## src/rtl/pipe_stage_reg.sv

```systemverilog
// pipe_stage_reg: single pipeline register stage with valid/ready handshake,
// flush (bubble insert) and bubble-zeroed control payload.
// Define PIPE_STAGE_REG_SKID_EN to add a one-entry skid buffer and a
// registered o_ready. Without the macro, o_ready is combinational.
module pipe_stage_reg #(
   parameter int unsigned DATA_W = 95,
   parameter int unsigned CTRL_W = 13
) (
   input  logic              i_clk,
   input  logic              i_rst_n,
   input  logic              i_valid,
   output logic              o_ready,
   input  logic [DATA_W-1:0] i_data,
   input  logic [CTRL_W-1:0] i_ctrl,
   input  logic              i_flush,
   output logic              o_valid,
   input  logic              i_ready,
   output logic [DATA_W-1:0] o_data,
   output logic [CTRL_W-1:0] o_ctrl,
   output logic [1:0]        o_occ
);

   typedef enum logic [1:0] {
      EMPTY = 2'd0,
      FULL  = 2'd1,
      SKID  = 2'd2
   } state_e;

   state_e            state_q, state_d;
   logic [DATA_W-1:0] data_q, data_d;
   logic [CTRL_W-1:0] ctrl_q, ctrl_d;
   logic              accept;
   logic              emit;

`ifdef PIPE_STAGE_REG_SKID_EN
   logic [DATA_W-1:0] skid_data_q, skid_data_d;
   logic [CTRL_W-1:0] skid_ctrl_q, skid_ctrl_d;
   logic              ready_q, ready_d;

   assign o_ready = ready_q;
`else
   assign o_ready = !o_valid || i_ready;
`endif

   assign o_valid = (state_q != EMPTY);
   assign o_data  = data_q;
   assign o_ctrl  = ctrl_q;
   assign accept  = i_valid && o_ready;
   assign emit    = o_valid && i_ready;

   // Occupancy decode from the current state.
   always_comb begin
      o_occ = 2'd0;
      case (state_q)
         EMPTY:   o_occ = 2'd0;
         FULL:    o_occ = 2'd1;
         SKID:    o_occ = 2'd2;
         default: o_occ = 2'd0;
      endcase
   end

   // Next-state and payload steering; control is zeroed whenever the stage goes empty.
   always_comb begin
      state_d = state_q;
      data_d  = data_q;
      ctrl_d  = ctrl_q;
`ifdef PIPE_STAGE_REG_SKID_EN
      skid_data_d = skid_data_q;
      skid_ctrl_d = skid_ctrl_q;
`endif
      case (state_q)
         EMPTY: begin
            if (accept) begin
               state_d = FULL;
               data_d  = i_data;
               ctrl_d  = i_ctrl;
            end
         end
         FULL: begin
            if (accept && emit) begin
               data_d = i_data;
               ctrl_d = i_ctrl;
            end else if (emit) begin
               state_d = EMPTY;
               ctrl_d  = '0;
`ifdef PIPE_STAGE_REG_SKID_EN
            end else if (accept) begin
               state_d     = SKID;
               skid_data_d = i_data;
               skid_ctrl_d = i_ctrl;
`endif
            end
         end
`ifdef PIPE_STAGE_REG_SKID_EN
         SKID: begin
            if (emit) begin
               state_d     = FULL;
               data_d      = skid_data_q;
               ctrl_d      = skid_ctrl_q;
               skid_ctrl_d = '0;
            end
         end
`endif
         default: begin
            state_d = EMPTY;
            ctrl_d  = '0;
         end
      endcase
      // Flush overrides any handshake this cycle; o_data keeps its last value.
      if (i_flush) begin
         state_d = EMPTY;
         data_d  = data_q;
         ctrl_d  = '0;
`ifdef PIPE_STAGE_REG_SKID_EN
         skid_data_d = skid_data_q;
         skid_ctrl_d = '0;
`endif
      end
`ifdef PIPE_STAGE_REG_SKID_EN
      ready_d = (state_d != SKID);
`endif
   end

   // State and payload registers with synchronous active-low reset.
   always_ff @(posedge i_clk) begin
      if (!i_rst_n) begin
         state_q <= EMPTY;
         data_q  <= '0;
         ctrl_q  <= '0;
`ifdef PIPE_STAGE_REG_SKID_EN
         skid_data_q <= '0;
         skid_ctrl_q <= '0;
         ready_q     <= 1'b1;
`endif
      end else begin
         state_q <= state_d;
         data_q  <= data_d;
         ctrl_q  <= ctrl_d;
`ifdef PIPE_STAGE_REG_SKID_EN
         skid_data_q <= skid_data_d;
         skid_ctrl_q <= skid_ctrl_d;
         ready_q     <= ready_d;
`endif
      end
   end

endmodule

```

## config.mk

```make
export PLATFORM = sky130hd
export DESIGN_NAME = pipe_stage_reg
export DESIGN_NICKNAME = d
export VERILOG_FILES = /design/src/rtl/pipe_stage_reg.sv
export SDC_FILE = /design/constraint.sdc
export NUM_CORES = 1
export LEC_CHECK = 0
export ABC_AREA = 1
export CORE_ASPECT_RATIO = 1.1
export CORE_MARGIN = 10
export CORE_UTILIZATION = 44
export DETAILED_ROUTE_END_ITERATION = 8
export GPL_ROUTABILITY_DRIVEN = 0
export PLACE_DENSITY = 0.92
export SETUP_SLACK_MARGIN = 0.2
export SYNTH_ARGS = -nofsm -noshare
export SYNTH_HDL_FRONTEND = slang
export SYNTH_SLANG_ARGS = --single-unit
```

## constraint.sdc

```tcl
create_clock -name i_clk -period 1.4 [get_ports i_clk]
set_clock_uncertainty 0.05 [all_clocks]
set_input_delay 0.42 -clock i_clk [delete_from_list [all_inputs] [get_ports i_clk]]
set_output_delay 0.42 -clock i_clk [all_outputs]
set_load 0.005 [all_outputs]
```

======== Word level (Yosys, flattened, before mapping) ========
Index checks and enable logic that the tools add are counted.
storage, ports and cells
  bits in registers ....................... 110
  logic and storage cells ................. 36
  output and inout port bits .............. 112
  bits in latches ......................... 0
  input bits .............................. 113
  memory bits (read-only) ................. 0
  RAM bits ................................ 0
  memories ................................ 0
cells by class
  div/mod/pow operators ................... 0
  mux-type cells .......................... 12
  multiply operators ...................... 0
  shifts and indexed selects .............. 0
  reduce and logical (&&, ||, !) cells .... 12
  $lt $le $gt $ge ......................... 0
  $add $sub $neg .......................... 0
  equality and inequality tests ........... 7
  bitwise operators ....................... 2
operators with widths
  operator                                                         count
  95-bit two-way mux                                               2
  95-bit case mux with 2 select lines                              1
  13-bit two-way mux                                               3
  13-bit case mux with 2 select lines                              1
  2-bit != test, second input constant                             4
  2-bit case mux with 2 select lines                               2
  2-bit two-way mux                                                3
  4-bit AND reduction                                              1
  2-bit nonzero test                                               2
  1-bit logical AND                                                3
  3-bit != test, second input constant                             1
  3-bit AND reduction                                              1
  2-bit by 1-bit == test with 1-bit output, second input constant  1
  2-bit == test, second input constant                             1
  2-bit logical NOT                                                1
  1-bit NOT                                                        2
  2-bit AND reduction                                              1
  2-bit OR reduction                                               1
  1-bit logical NOT                                                1
  1-bit logical OR                                                 1

======== Logic depth before layout (Yosys ltp) ========
  depth after elaboration ................. 7
  mapped depth ............................ 8
  gate-level depth less buffers ........... 6

======== Worst setup path after synthesis ========
Ideal clock, no wire load.
  path type ............................... input to output
  start point ............................. in i_ready
  end point ............................... out o_ready
  path buffers ............................ 2
  required time ........................... 0.930 ns
  cell stages on the path ................. 4
  arrival time ............................ 0.839 ns
  path slack .............................. 0.091 ns
  cell sequence ........................... inv_1 > nand2_1 > buf_4 > buf_2
on the way
  word-level cells in the longest chain between the ends .. 1
ends and longest elaborated chain
  what                RTL line  RTL
  start: declaration  17        input logic i_ready,
  1-bit logical OR    42        assign o_ready = !o_valid || i_ready;
  end: declaration    12        output logic o_ready,
Every way passes these cells.

======== Worst setup path after layout ========
  start point ............................. reg state_q[0]
  end point ............................... reg data_q[70] (netlist: o_data[70])
on the way
  word-level cells in the longest chain between the ends .. 7
  elaborated cells on any way between the ends .. 13
  classes of those cells .................. eq/ne: 3; mux: 1; reduce/logical: 9
ends and longest elaborated chain
  what                           RTL line  RTL
  start: declaration             29        state_e state_q, state_d;
  start signal: assignment       136       state_q <= state_d;
  2-bit nonzero test             45        assign o_valid = (state_q != EMPTY);
  1-bit logical NOT              42
  1-bit logical OR               42
  1-bit logical AND              48        assign accept = i_valid && o_ready;
  1-bit logical AND              80        if (accept && emit) begin
  2-bit != test (no line)        --
  4-bit AND reduction (no line)  --
  end signal: assignment         137       data_q <= data_d;
  end: declaration               30        logic [DATA_W-1:0] data_q, data_d;
Parallel ways exist; a longest one is shown, timed or not.
A chain may end at the register's enable or synchronous reset.

==> run summary <==
largest area contributor in the netlist - dfxtp_1
ANT nets after route - 0
slowest stage cell, crit path - dfxtp_4
clock tree buffer depth - 2
Tot Pwr - 7.87 mW
Slew Limit Fails - 0
grt total ovfl - 0
Worst Path Buf+Inv - 4
worst setup path class - reg -> reg
Setup crit end - o_data[70]$_SDFFE_PN0P_
worst-path cell chain - nand2_4, buf_6, nand3_4, buf_12, buf_12, nand2_1, inv_1, nor2_1
pre-CTS WS - -685 ps
largest cells by area after synthesis - dfxtp_1, inv_1, nand2_1
Internal - 5.77 mW
reg2reg start - state_q[0]$_SDFFE_PP0P_
Leak - 4.80 nW
Die Width - 127 um
period utilization - 0.999
# rows - 42
Avg Cell Area, Syn - 6.21 um2
Total GRT Usage - 0.197
switch share - 0.267
initial core utilization - 0.452
CTS tree - yes
status - complete, no violations
layout cells sized above 1 - 0.261
Post-Syn Area - 0.00549 mm2
n_diodes - 0
wirelength, routed - 19.2 mm
die height - 137 um
r2r worst-path depth - 8
sequential share of the synthesized area - 0.397
Comb pwr share - 0.238
worst endpoint required time - 1600 ps
final hold viol count - 0
Iter 0 DRT Violations - 381
startpoint type of the worst setup path - register
flops & latches, synth - 109
vias per cell - 4.71
Synth top area share - 0.397
YS warnings - 0
syn_nets - 997
worst hold path class - in -> reg
peak fanout along the critical path - 10
setup violators final - 0
Psw - 2.10 mW
Max-Cap Viols - 0
unique cell type count in the Yosys netlist - 15
Crit path largest cell delay - 370 ps
Worst Slack Setup Final - 1.83 ps
cell mode on critical path - buf_12
vias in the first global route - 5714
Num CTS Buffers - 9
die area - 0.0174 mm2
minimum clock period - 1400 ps
clock power share - 0.319
largest net degree at the start of global routing - 61
Port Buffers - 223
crit path launch - state_q[0]$_SDFFE_PP0P_
CP top delay family - buffers and inverters
flop2flop setup slack - 2 ps
NumNets Final - 1217
cells after synthesis - 884
DR vias - 5949
first drt pass iteration count - 6
RSZ-0062 raised after global routing - yes
WL/cell - 15.2 um
Worst-path clk slew - 70 ps
WP data arrival - 1600 ps
H-tree Lvls - 3
PwrDens - 894 mW/mm2
crit end category - register
Clk Latency, worst-skew pair - 340 ps
cell depth of the worst setup path - 8
CTS Sinks - 109
f_max - 715 MHz
RR Endpoint - o_data[70]$_SDFFE_PN0P_
area delta synth->final - 60.4%
initial antenna violation count - 0
DP HPWL - 12.5 mm
drt drc - 0
IO Count - 225
Root Buffer - clkbuf_16
Max VDD drop - 0.796 mV
Reg power frac - 0.443
first-pass GRT wire length - 28.0 mm
core area - 0.0121 mm2
registers in the layout (all words and copies together), names as in the netlist:
signal	count
o_ctrl	13
state_q	1
o_data	95
cells by family (layout without fill, tap and decap cells):
logic type | count (synthesis) | after routing | synth area share
AO/OA/AOI/OAI | 14 | 14 | 0.0128
flip-flops | 109 | 109 | 0.397
AND/OR/NAND/NOR | 411 | 411 | 0.331
other | 1 | 1 | 0.000683
buffers and inverters | 349 | 573 | 0.258
synthesized netlist by cell type:
library cell,instances
a21oi_1,14
buf_1,6
buf_2,41
buf_4,3
buf_6,6
clkbuf_1,4
conb_1,1
dfxtp_1,109
inv_1,288
inv_2,1
nand2_1,194
nand3_1,26
nand3_2,1
nand4_1,95
nor2_1,95
cell usage in the layout (no fill, tap or decap):
cell	netlist	layout
a21oi_1	14	14
buf_12	0	14
buf_16	0	2
buf_2	41	8
buf_4	3	23
buf_6	6	107
bufbuf_16	0	1
bufinv_16	0	1
clkbuf_1	4	1
clkbuf_16	0	14
clkdlybuf4s50_1	0	108
clkinv_2	0	3
clkinvlp_4	0	1
conb_1	1	1
dfxtp_2	0	108
dfxtp_4	0	1
dlygate4sd2_1	0	1
inv_1	288	287
inv_12	0	1
inv_4	0	1
nand2_1	194	193
nand2_4	0	1
nand3_1	26	26
nand3_4	0	1
nand4_1	95	95
nor2_1	95	93
nor2_2	0	2
stage by stage:
| stage | cells | hold slack (ps) | utilization | area, um2 | setup TNS (ps) |
|---|---|---|---|---|---|
| CTS | 1251 | 338 | 0.703 | 8530 | 0 |
| global placement | 1226 | 411 | 0.655 | 7950 | -57800 |
| floorplan | 884 | 424 | - | 5530 | 0 |
| detailed placement | 1226 | 419 | 0.655 | 7950 | -61280 |
| finish | 1262 | 353 | 0.726 | 8810 | 0 |
| global route | 1262 | 351 | 0.726 | 8810 | -85.5 |
metal layers:
layer / share of wire / wire length (um) / vias up / GRT usage
li1: - / - / 2998 / -
met1: 0.37 / 7060 / 2610 / 0.204
met2: 0.50 / 9520 / 277 / 0.346
met3: 0.094 / 1800 / 64 / 0.0711
met4: 0.044 / 837 / 0 / 0.103
met5: 0 / 0 / - / 0
worst min-delay path by stage:
stage                            start  slack (ps)                 endpoint  cells past startpoint
2_1_floorplan  o_ctrl[10]$_SDFFE_PP0P_         420  o_ctrl[10]$_SDFFE_PP0P_                      2
4_1_cts                        i_rst_n         340  o_data[87]$_SDFFE_PN0P_                      3
3_5_place_dp    o_ctrl[5]$_SDFFE_PP0P_         420   o_ctrl[5]$_SDFFE_PP0P_                      2
3_3_place_gp    o_ctrl[0]$_SDFFE_PP0P_         410   o_ctrl[0]$_SDFFE_PP0P_                      2
6_report                       i_rst_n         350  o_data[87]$_SDFFE_PN0P_                      3
5_1_grt                        i_rst_n         350  o_data[93]$_SDFFE_PN0P_                      3
power by group through the flow:
stage / registers, mW / logic [mW] / clock network [mW]
2_1_floorplan: 3.49 / 0.740 / 0
3_3_place_gp: 3.46 / 1.67 / 0
3_5_place_dp: 3.48 / 1.70 / 0
4_1_cts: 3.48 / 1.76 / 2.54
5_1_grt: 3.51 / 2.06 / 2.68
6_report: 3.49 / 1.88 / 2.51
worst reg2reg max path: stages, from the launching register on:
cell and delay, ps:
dfxtp_4 370, nand2_4 70, buf_6 150, nand3_4 90
buf_12 170, buf_12 160, nand2_1 60, inv_1 40
nor2_1 160
timing repair:
item                       in CTS  in global routing
hold buffers                    0                  0
gates resized for setup       659                 17
setup endpoints to repair     220                219
setup buffers                   8                  5
pin swaps                       0                  2
gates cloned                    2                  6
cell type report:
cell class                 count  area, um2
clock buffer                  10        229
clock inverter                 5       52.6
fill                         917       3330
inverter                     289       1100
multi-input combinational    426       1910
sequential                   109       2320
tap                          154        193
timing repair buffer         269       3000
(Power assumes the default switching activity.)
